File: src/rtl/fetch_stage_if.sv
// Fetch stage bundle: instruction-memory read port plus the fetch -> decode handoff.
// master = fetch stage side, slave = memory/decode/branch-unit side.
interface fetch_stage_if;
   logic        imem_rd;
   logic [15:0] imem_addr;
   logic [15:0] imem_data;
   logic        imem_done;
   logic        id_stall;
   logic        redirect;
   logic [15:0] redirect_pc;
   logic [15:0] instr;
   logic        instr_valid;
   logic [15:0] PC;
   logic [15:0] PC_Next;
   logic        halted;
   logic        err;

   modport master (
      output imem_rd, imem_addr, instr, instr_valid, PC, PC_Next, halted, err,
      input  imem_data, imem_done, id_stall, redirect, redirect_pc
   );

   modport slave (
      input  imem_rd, imem_addr, instr, instr_valid, PC, PC_Next, halted, err,
      output imem_data, imem_done, id_stall, redirect, redirect_pc
   );
endinterface

File: src/rtl/fetch_stage.sv
// Single-outstanding instruction fetch: FETCH -> WAIT -> HOLD, with redirect and HALT.
// Latency: request to instr_valid is 2 cycles minimum (memory latency 1).
// Backpressure: id_stall freezes the held instruction; no new request until it transfers.
module fetch_stage #(
   parameter logic [15:0] RESET_PC  = 16'h0000,
   parameter logic [15:0] NOP_INSTR = 16'h0800
) (
   input  logic          clk,
   input  logic          rst,
   fetch_stage_if.master bus
);

   typedef enum logic [1:0] {FETCH, WAIT, HOLD, HALTED} state_t;

   state_t      state;
   logic [15:0] fetch_pc;
   logic [15:0] instr_q;
   logic [15:0] pc_q;
   logic        valid_q;
   logic        halted_q;
   logic        err_q;
   logic        pend_vld;
   logic [15:0] pend_pc;

   logic [15:0] redir_tgt;
   logic        xfer;
   logic        is_halt;

   // Redirect targets are forced to halfword alignment; the low bit only feeds err.
   assign redir_tgt = bus.redirect_pc & 16'hFFFE;
   assign xfer      = valid_q & ~bus.id_stall;
   assign is_halt   = (instr_q[15:11] == 5'b00000);

   // Request is live in FETCH and WAIT; reset kills it immediately so an abandoned read is dropped.
   assign bus.imem_rd     = ~rst & ((state == FETCH) | (state == WAIT));
   assign bus.imem_addr   = fetch_pc;
   assign bus.instr       = instr_q;
   assign bus.instr_valid = valid_q;
   assign bus.PC          = pc_q;
   assign bus.PC_Next     = pc_q + 16'd2;
   assign bus.halted      = halted_q;
   assign bus.err         = err_q;

   // Fetch FSM with registered decode-side outputs.
   always_ff @(posedge clk) begin
      if (rst) begin
         state    <= FETCH;
         fetch_pc <= RESET_PC;
         instr_q  <= NOP_INSTR;
         pc_q     <= RESET_PC;
         valid_q  <= 1'b0;
         halted_q <= 1'b0;
         err_q    <= 1'b0;
         pend_vld <= 1'b0;
         pend_pc  <= RESET_PC;
      end else begin
         // Misaligned redirect is remembered until reset; HALTED ignores redirects entirely.
         if (bus.redirect && bus.redirect_pc[0] && state != HALTED)
            err_q <= 1'b1;

         case (state)
            FETCH: begin
               if (bus.redirect) begin
                  fetch_pc <= redir_tgt;
                  valid_q  <= 1'b0;
                  instr_q  <= NOP_INSTR;
               end else begin
                  state <= WAIT;
               end
            end

            WAIT: begin
               if (bus.imem_done) begin
                  pend_vld <= 1'b0;
                  if (bus.redirect) begin
                     // Newest redirect wins even when it lands on the completion cycle.
                     fetch_pc <= redir_tgt;
                     state    <= FETCH;
                  end else if (pend_vld) begin
                     fetch_pc <= pend_pc;
                     state    <= FETCH;
                  end else begin
                     instr_q  <= bus.imem_data;
                     pc_q     <= fetch_pc;
                     valid_q  <= 1'b1;
                     fetch_pc <= fetch_pc + 16'd2;
                     state    <= HOLD;
                  end
               end else if (bus.redirect) begin
                  // Address must stay stable until the read completes, so park the target.
                  pend_vld <= 1'b1;
                  pend_pc  <= redir_tgt;
               end
            end

            HOLD: begin
               if (bus.redirect) begin
                  // Squash overrides a same-cycle transfer, including a HALT.
                  fetch_pc <= redir_tgt;
                  valid_q  <= 1'b0;
                  instr_q  <= NOP_INSTR;
                  state    <= FETCH;
               end else if (xfer) begin
                  valid_q <= 1'b0;
                  instr_q <= NOP_INSTR;
                  if (is_halt) begin
                     halted_q <= 1'b1;
                     state    <= HALTED;
                  end else begin
                     state <= FETCH;
                  end
               end
            end

            HALTED: begin
               state <= HALTED;
            end

            default: begin
               state <= FETCH;
            end
         endcase
      end
   end

endmodule

File: src/flat_wrapper.sv
// flat-port wrapper written by rule: the top's interface ports become plain ports
module fetch_stage_flat 
#(
   parameter logic [15:0] RESET_PC  = 16'h0000,
   parameter logic [15:0] NOP_INSTR = 16'h0800
)
  (clk, rst, bus_imem_rd, bus_imem_addr, bus_instr, bus_instr_valid, bus_PC, bus_PC_Next, bus_halted, bus_err, bus_imem_data, bus_imem_done, bus_id_stall, bus_redirect, bus_redirect_pc);
  fetch_stage_if bus_i ();
  input  logic clk;
  input  logic rst;
  output wire logic [$bits(bus_i.imem_rd)-1:0] bus_imem_rd;
  output wire logic [$bits(bus_i.imem_addr)-1:0] bus_imem_addr;
  output wire logic [$bits(bus_i.instr)-1:0] bus_instr;
  output wire logic [$bits(bus_i.instr_valid)-1:0] bus_instr_valid;
  output wire logic [$bits(bus_i.PC)-1:0] bus_PC;
  output wire logic [$bits(bus_i.PC_Next)-1:0] bus_PC_Next;
  output wire logic [$bits(bus_i.halted)-1:0] bus_halted;
  output wire logic [$bits(bus_i.err)-1:0] bus_err;
  input wire logic [$bits(bus_i.imem_data)-1:0] bus_imem_data;
  input wire logic [$bits(bus_i.imem_done)-1:0] bus_imem_done;
  input wire logic [$bits(bus_i.id_stall)-1:0] bus_id_stall;
  input wire logic [$bits(bus_i.redirect)-1:0] bus_redirect;
  input wire logic [$bits(bus_i.redirect_pc)-1:0] bus_redirect_pc;
  assign bus_imem_rd = bus_i.imem_rd;
  assign bus_imem_addr = bus_i.imem_addr;
  assign bus_instr = bus_i.instr;
  assign bus_instr_valid = bus_i.instr_valid;
  assign bus_PC = bus_i.PC;
  assign bus_PC_Next = bus_i.PC_Next;
  assign bus_halted = bus_i.halted;
  assign bus_err = bus_i.err;
  assign bus_i.imem_data = bus_imem_data;
  assign bus_i.imem_done = bus_imem_done;
  assign bus_i.id_stall = bus_id_stall;
  assign bus_i.redirect = bus_redirect;
  assign bus_i.redirect_pc = bus_redirect_pc;
  fetch_stage #(.RESET_PC(RESET_PC), .NOP_INSTR(NOP_INSTR)) u_core (.clk(clk), .rst(rst), .bus(bus_i));
endmodule
File: config.mk
export PLATFORM = sky130hd
export DESIGN_NAME = fetch_stage_flat
export DESIGN_NICKNAME = d
export VERILOG_FILES = /design/src/rtl/fetch_stage_if.sv /design/src/rtl/fetch_stage.sv /design/src/flat_wrapper.sv
export SDC_FILE = /design/constraint.sdc
export NUM_CORES = 1
export LEC_CHECK = 0
export ABC_AREA = 1
export CAP_MARGIN = 20
export CORE_ASPECT_RATIO = 0.75
export CORE_MARGIN = 1.5
export CORE_UTILIZATION = 30
export DETAILED_ROUTE_END_ITERATION = 8
export PLACE_DENSITY = 0.52
export SYNTH_ARGS = -nofsm -noshare
export SYNTH_HDL_FRONTEND = slang
export SYNTH_SLANG_ARGS = --single-unit
File: constraint.sdc
create_clock -name clk -period 2.1 [get_ports clk]
set_clock_uncertainty 0.1 [all_clocks]
set_input_delay 0.525 -clock clk [delete_from_list [all_inputs] [get_ports clk]]
set_output_delay 0.525 -clock clk [all_outputs]
set_load 0.01 [all_outputs]
== Yosys cells after proc, flatten, opt, wreduce, memory -nomap -nowiden ==
Index checks and enable logic that the tools add are counted.

* Input bits: 37
* Logic and storage cells: 74
* Register bits after elaboration: 69
* Output and inout port bits: 68

* Reduce and logical (&&, ||, !) cells: 15
* Mux-type cells: 29
* Bitwise operators: 8
* $add $sub $neg: 2
* Eq/ne operators: 11

{| class="wikitable"
|+ Operators with widths
! operator !! count
|-
| 2-to-1 mux 16 bit || 10
|-
| case mux 16 bit (3 select lines) || 1
|-
| adder 16 x 2 -> 16 bit (second input constant) || 2
|-
| case mux 16 bit (2 select lines) || 1
|-
| 2-to-1 mux 2 bit || 7
|-
| inequality test 2 bit (second input constant) || 6
|-
| AND reduction 3 bit || 3
|-
| 2-to-1 mux 1 bit || 8
|-
| case mux 2 bit (4 select lines) || 1
|-
| AND reduction 4 bit || 2
|-
| AND reduction 6 bit || 1
|-
| logical NOT 5 bit || 1
|-
| inverter 1 bit || 5
|-
| == test 2 bit (second input constant) || 2
|-
| nonzero test 2 bit || 2
|-
| inequality test 3 x 2 -> 1 bit (second input constant) || 1
|-
| case mux 1 bit (3 select lines) || 1
|-
| nonzero test 3 bit || 1
|-
| bitwise AND 1 bit || 2
|-
| == test 2 x 1 -> 1 bit (second input constant) || 1
|-
| logical AND 1 bit || 2
|-
| logical NOT 2 bit || 1
|-
| inequality test 2 x 1 -> 1 bit (second input constant) || 1
|-
| AND reduction 2 bit || 1
|-
| other kinds (2) || 2
|}

== Logic depth before layout (Yosys ltp) ==
* Depth in word-level cells: 5
* Depth in mapped cells: 10
* Gate-level depth less buffers: 9

== Least setup slack after synthesis ==
No wires, ideal clock.

* Path type: reg2out
* Start: reg u_core.pc_q[2], in the netlist u_core.bus.PC[2]
* End: out bus_PC_Next[13]
* Stages on the path, launching flop included: 9
* Data required time: 1.475 ns
* Setup slack: 0.092 ns
* Arrival: 1.383 ns
* Buffers on the path: 0
* Path through: dfxtp_1 ha_1 nand2_1 inv_1 nand2_1 nor2_2 nand3_1 nor2_1 xor2_1

* Word-level cells in the longest chain between the ends: 1

{| class="wikitable"
|+ Ends and longest elaborated chain
! what !! line !! RTL
|-
| start: declaration || fetch_stage.sv:18 || <nowiki>logic [15:0] pc_q;</nowiki>
|-
| start signal: assignment || fetch_stage.sv:84 || <nowiki>pc_q <= fetch_pc;</nowiki>
|-
| adder 16 x 2 -> 16 bit || fetch_stage.sv:40 || <nowiki>assign bus.PC_Next = pc_q + 16'd2;</nowiki>
|-
| end: declaration || flat_wrapper.sv:16 || <nowiki>output wire logic [$bits(bus_i.PC_Next)-1:0] bus_PC_Next;</nowiki>
|}

No other way between the ends.

== Worst setup path in the final report ==
* Start: reg u_core.pc_q[1], in the netlist u_core.bus.PC[1]
* End: out bus_PC_Next[12]

Same word-level chain as after synthesis.

==> summary.md <==
| Metric | Value |
|---|---|
| Status | `finished with violations` |
| Failing checks | `design-rule violations, negative setup slack` |
| Total chip power | `between 3 and 4 mW` |
| Ys flop type | `dfxtp_1` |
| Antenna Cells | `0` |
| Initial core utilization | `0.310` |
| Final period util | `1.09` |
| Hold-fix buffers, CTS | `0` |
| Global route overflow | `0` |
| Estimated wirelength of the detail-placed design | `7540 um` |
| Design area | `~5300 um2` |
| CTS tree | `built` |
| Mapped cell area | `3400 um2` |
| Hold Fails Final Rpt | `0` |
| Family with the most delay on the worst path | `simple AND/OR/NAND/NOR gates` |
| Synth top area share | `0.394` |
| Area contributors post-synth | `dfxtp_1 39%, nand2_1 11%, nor2_1 9.3%` |
| ANT nets after route | `0` |
| Tmin final | `2.29 ns` |
| CP required | `1.47 ns` |
| Sequential-to-total area share from yosys stat | `0.394` |
| Skew-Pair Late Insertion Delay | `0.33 ns` |
| Startpoint types | `register` |
| Number of distinct library cells after synthesis | `33` |
| Hold crit path type | `register to register` |
| Final setup vio count | `10` |
| Placed Area | `4840 um2` |
| Maximum clock path buffer count | `2` |
| Crit path largest cell delay | `about 0.35 ns` |
| Unrepaired setup endpoints after global routing | `yes` |
| Number of synthesized flops with an enable pin | `0` |
| CTS Root Cell | `clkbuf_16` |
| Fraction of layout instances using a drive strength above 1 | `0.191` |
| Vias post-DR | `3,664` |
| CP dominant cell by count | `nand3_4` |
| Min Hold Slack | `0.362 ns` |
| Global-route wire length before repair | `16,500 um` |
| Post-synth ARST share | `0` |
| Post-DR vias/cell | `4.65` |
| Setup ws final | `-0.188 ns` |
| VDD IR max | `0.457 mV` |
| Worst hold start | `u_core.bus.instr[0]` |
| Slew Viols, Final | `0` |
| Max cap viols | `0` |
| Fillers | `1,071` |
| Initial antenna violation count | `0` |
| 1st-iter DRT viols | `148` |
| Num rows | `33` |
| GRT Total Usage | `0.176` |
| Fin cells | `788` |
| CP bufs+invs | `2` |
| Placed cell count | `765` |
| Syn Inst Count | `between 500 and 600` |
| Yosys top cell by area | `dfxtp_1` |
| I/O pin cnt | `105` |
| Critical Path End Type | `primary output` |
| Critical R2R Launch | `u_core.bus.imem_addr[1]` |
| Fmax | `roughly 440 MHz` |
| Total wire length | `10,700 um` |
| Die ar. | `12,000 um2` |
| Critical Path Source | `u_core.bus.PC[1]` |
| YS warnings | `0` |
| Yosys reg bits | `67` |
| Layout area overhead | `54.8%` |
| Core area | `11,000 um2` |
| Worst path arrival time | `1.66 ns` |
| Chip height | `95.2 um` |
| Clk sinks | `67` |
| Worst-path fanout max | `4` |
| Slowest stage cell, crit path | `dfxtp_2` |
| Port Buffers | `101` |
| DIE WIDTH | `126 um` |
| Leak Pwr | `2.25 nW` |
| Gp weighted congestion | `about 0.81` |
| DP Worst Slack | `-0.345 ns` |
| 1st-pass router iterations | `7` |
| Syn_area_per_cell | `around 6.8 um2` |
| H-tree depth | `3` |
| Pwr Density | `between 700 and 800 nW/um2` |
| DR WL/cell | `13.6 um` |
| Clk slew on worst S/H paths | `0.05 ns` |
| Critical path type | `register to primary output` |
| Vias in the first global route | `3,240` |
| Total CTS buffers | `9` |
| Final net count | `682` |
| DRC Markers | `10` |
| Largest net degree at the start of global routing | `31` |
| Crit-path cells | `buf_4 -> nand3_4 -> nor2_4 -> nand3_4 -> nor2_1 -> xor2_1 -> clkdlybuf4s15_2` |
==> per-layer routing <==
layer / vias to the layer above / routed length (um) / global-route usage
li1: 1913 / - / -
met1: 1646 / 5480 / 0.254
met2: 99 / 4550 / 0.262
met3: 6 / 606 / 0.0421
met4: 0 / 84 / 0.0460
met5: - / 0 / 0
==> flip-flops by register name, indices dropped and copies added, names as in the netlist <==
signal                  cells
u_core.state                2
u_core.pend_vld             1
u_core.bus.instr_valid      1
u_core.pend_pc             15
u_core.bus.imem_addr       15
u_core.bus.halted           1
u_core.bus.err              1
u_core.bus.instr           16
u_core.bus.PC              15
==> report_power, final <==
group / switching [mW] / internal, mW
sequential: 0.0963 / 1.37
clock: 0.540 / 1.01
combinational: 0.480 / 0.410
==> tightest hold or removal path, delay by kind of cell, from the launching register on <==
kind / cells / cell delay (ns)
AO/OA/AOI/OAI: 1 / 0.05
flip-flops: 1 / 0.31
AND/OR/NAND/NOR: 1 / 0.06
==> cell families (layout without fill, tap and decap cells) <==
logic type / count (synthesis) / in the layout / synth area share
DFF: 67 / 67 / 0.394
other: 1 / 3 / 0.00110
xor gates and xnor gates: 13 / 13 / 0.0335
and+or+nand+nor: 253 / 253 / 0.325
AOI/OAI and AO/OA: 101 / 101 / 0.156
adders and majority gates: 2 / 2 / 0.00736
buffers and inverters: 65 / 209 / 0.0831
==> final cells by class <==
type,count,area [um2],area share
multi-input cells,372,1880,0.356
repair buffers,154,1410,0.267
flip-flops and latches,67,1350,0.256
clock buffers,12,267,0.0506
well taps,140,175,0.0333
inverters,39,146,0.0278
clock inverters,4,47.5,0.00903
==> layout by cell type (no fill, tap or decap), drive strengths merged, types with 2 or more instances in the layout <==
cell type,Yosys,layout
nand3b,4,4
a31oi,5,5
clkinv,0,2
clkdlybuf4s15,0,2
xor2,12,12
nand4,6,6
nand3,42,42
dlygate4sd2,0,3
conb,1,3
o21ai,45,45
a211oi,2,2
nand2,103,103
dfxtp,67,67
nor3,4,4
inv,39,39
ha,2,2
nor2,93,93
buf,18,62
clkdlybuf4s50,0,84
clkbuf,8,14
a21oi,47,47
==> synthesized netlist by cell type, types with 2 or more instances <==
cell,number
nor2_4,3
a31oi_1,5
nor3_1,4
buf_2,10
clkbuf_1,8
a21oi_1,47
nand2_1,96
xor2_1,12
nor2_2,6
nand3_1,41
ha_1,2
buf_4,4
buf_1,3
o21ai_0,43
nand4_1,6
nand2_2,6
inv_2,5
nor2_1,84
dfxtp_1,67
inv_1,34
nand3b_1,4
==> timing repair <==
item / in CTS / in global routing
setup buffers: 7 / 2
gates resized for setup: 61 / 20
pin swaps: 4 / 11
endpoints found under the setup margin: 16 / 13
cloned: 0 / 0
==> stage by stage <==
stage           util  setup TNS, ns
6_report       0.479          -1.26
3_3_place_gp   0.441          -1.92
4_1_cts        0.476          -1.53
2_1_floorplan      -              0
3_5_place_dp   0.441          -2.34
5_1_grt        0.479          -2.24
==> path summary, 6_finish.rpt <==
path / end / slack (ns) / cells past startpoint
hold / removal: u_core.bus.instr[0] / 0.36 / 2
setup reg to reg: u_core.bus.imem_addr[11] / 0.33 / 8
setup / recovery: bus_PC_Next[12] / -0.19 / 7
hold reg to reg: u_core.bus.instr[0] / 0.36 / 2
(Power assumes the default switching activity.)
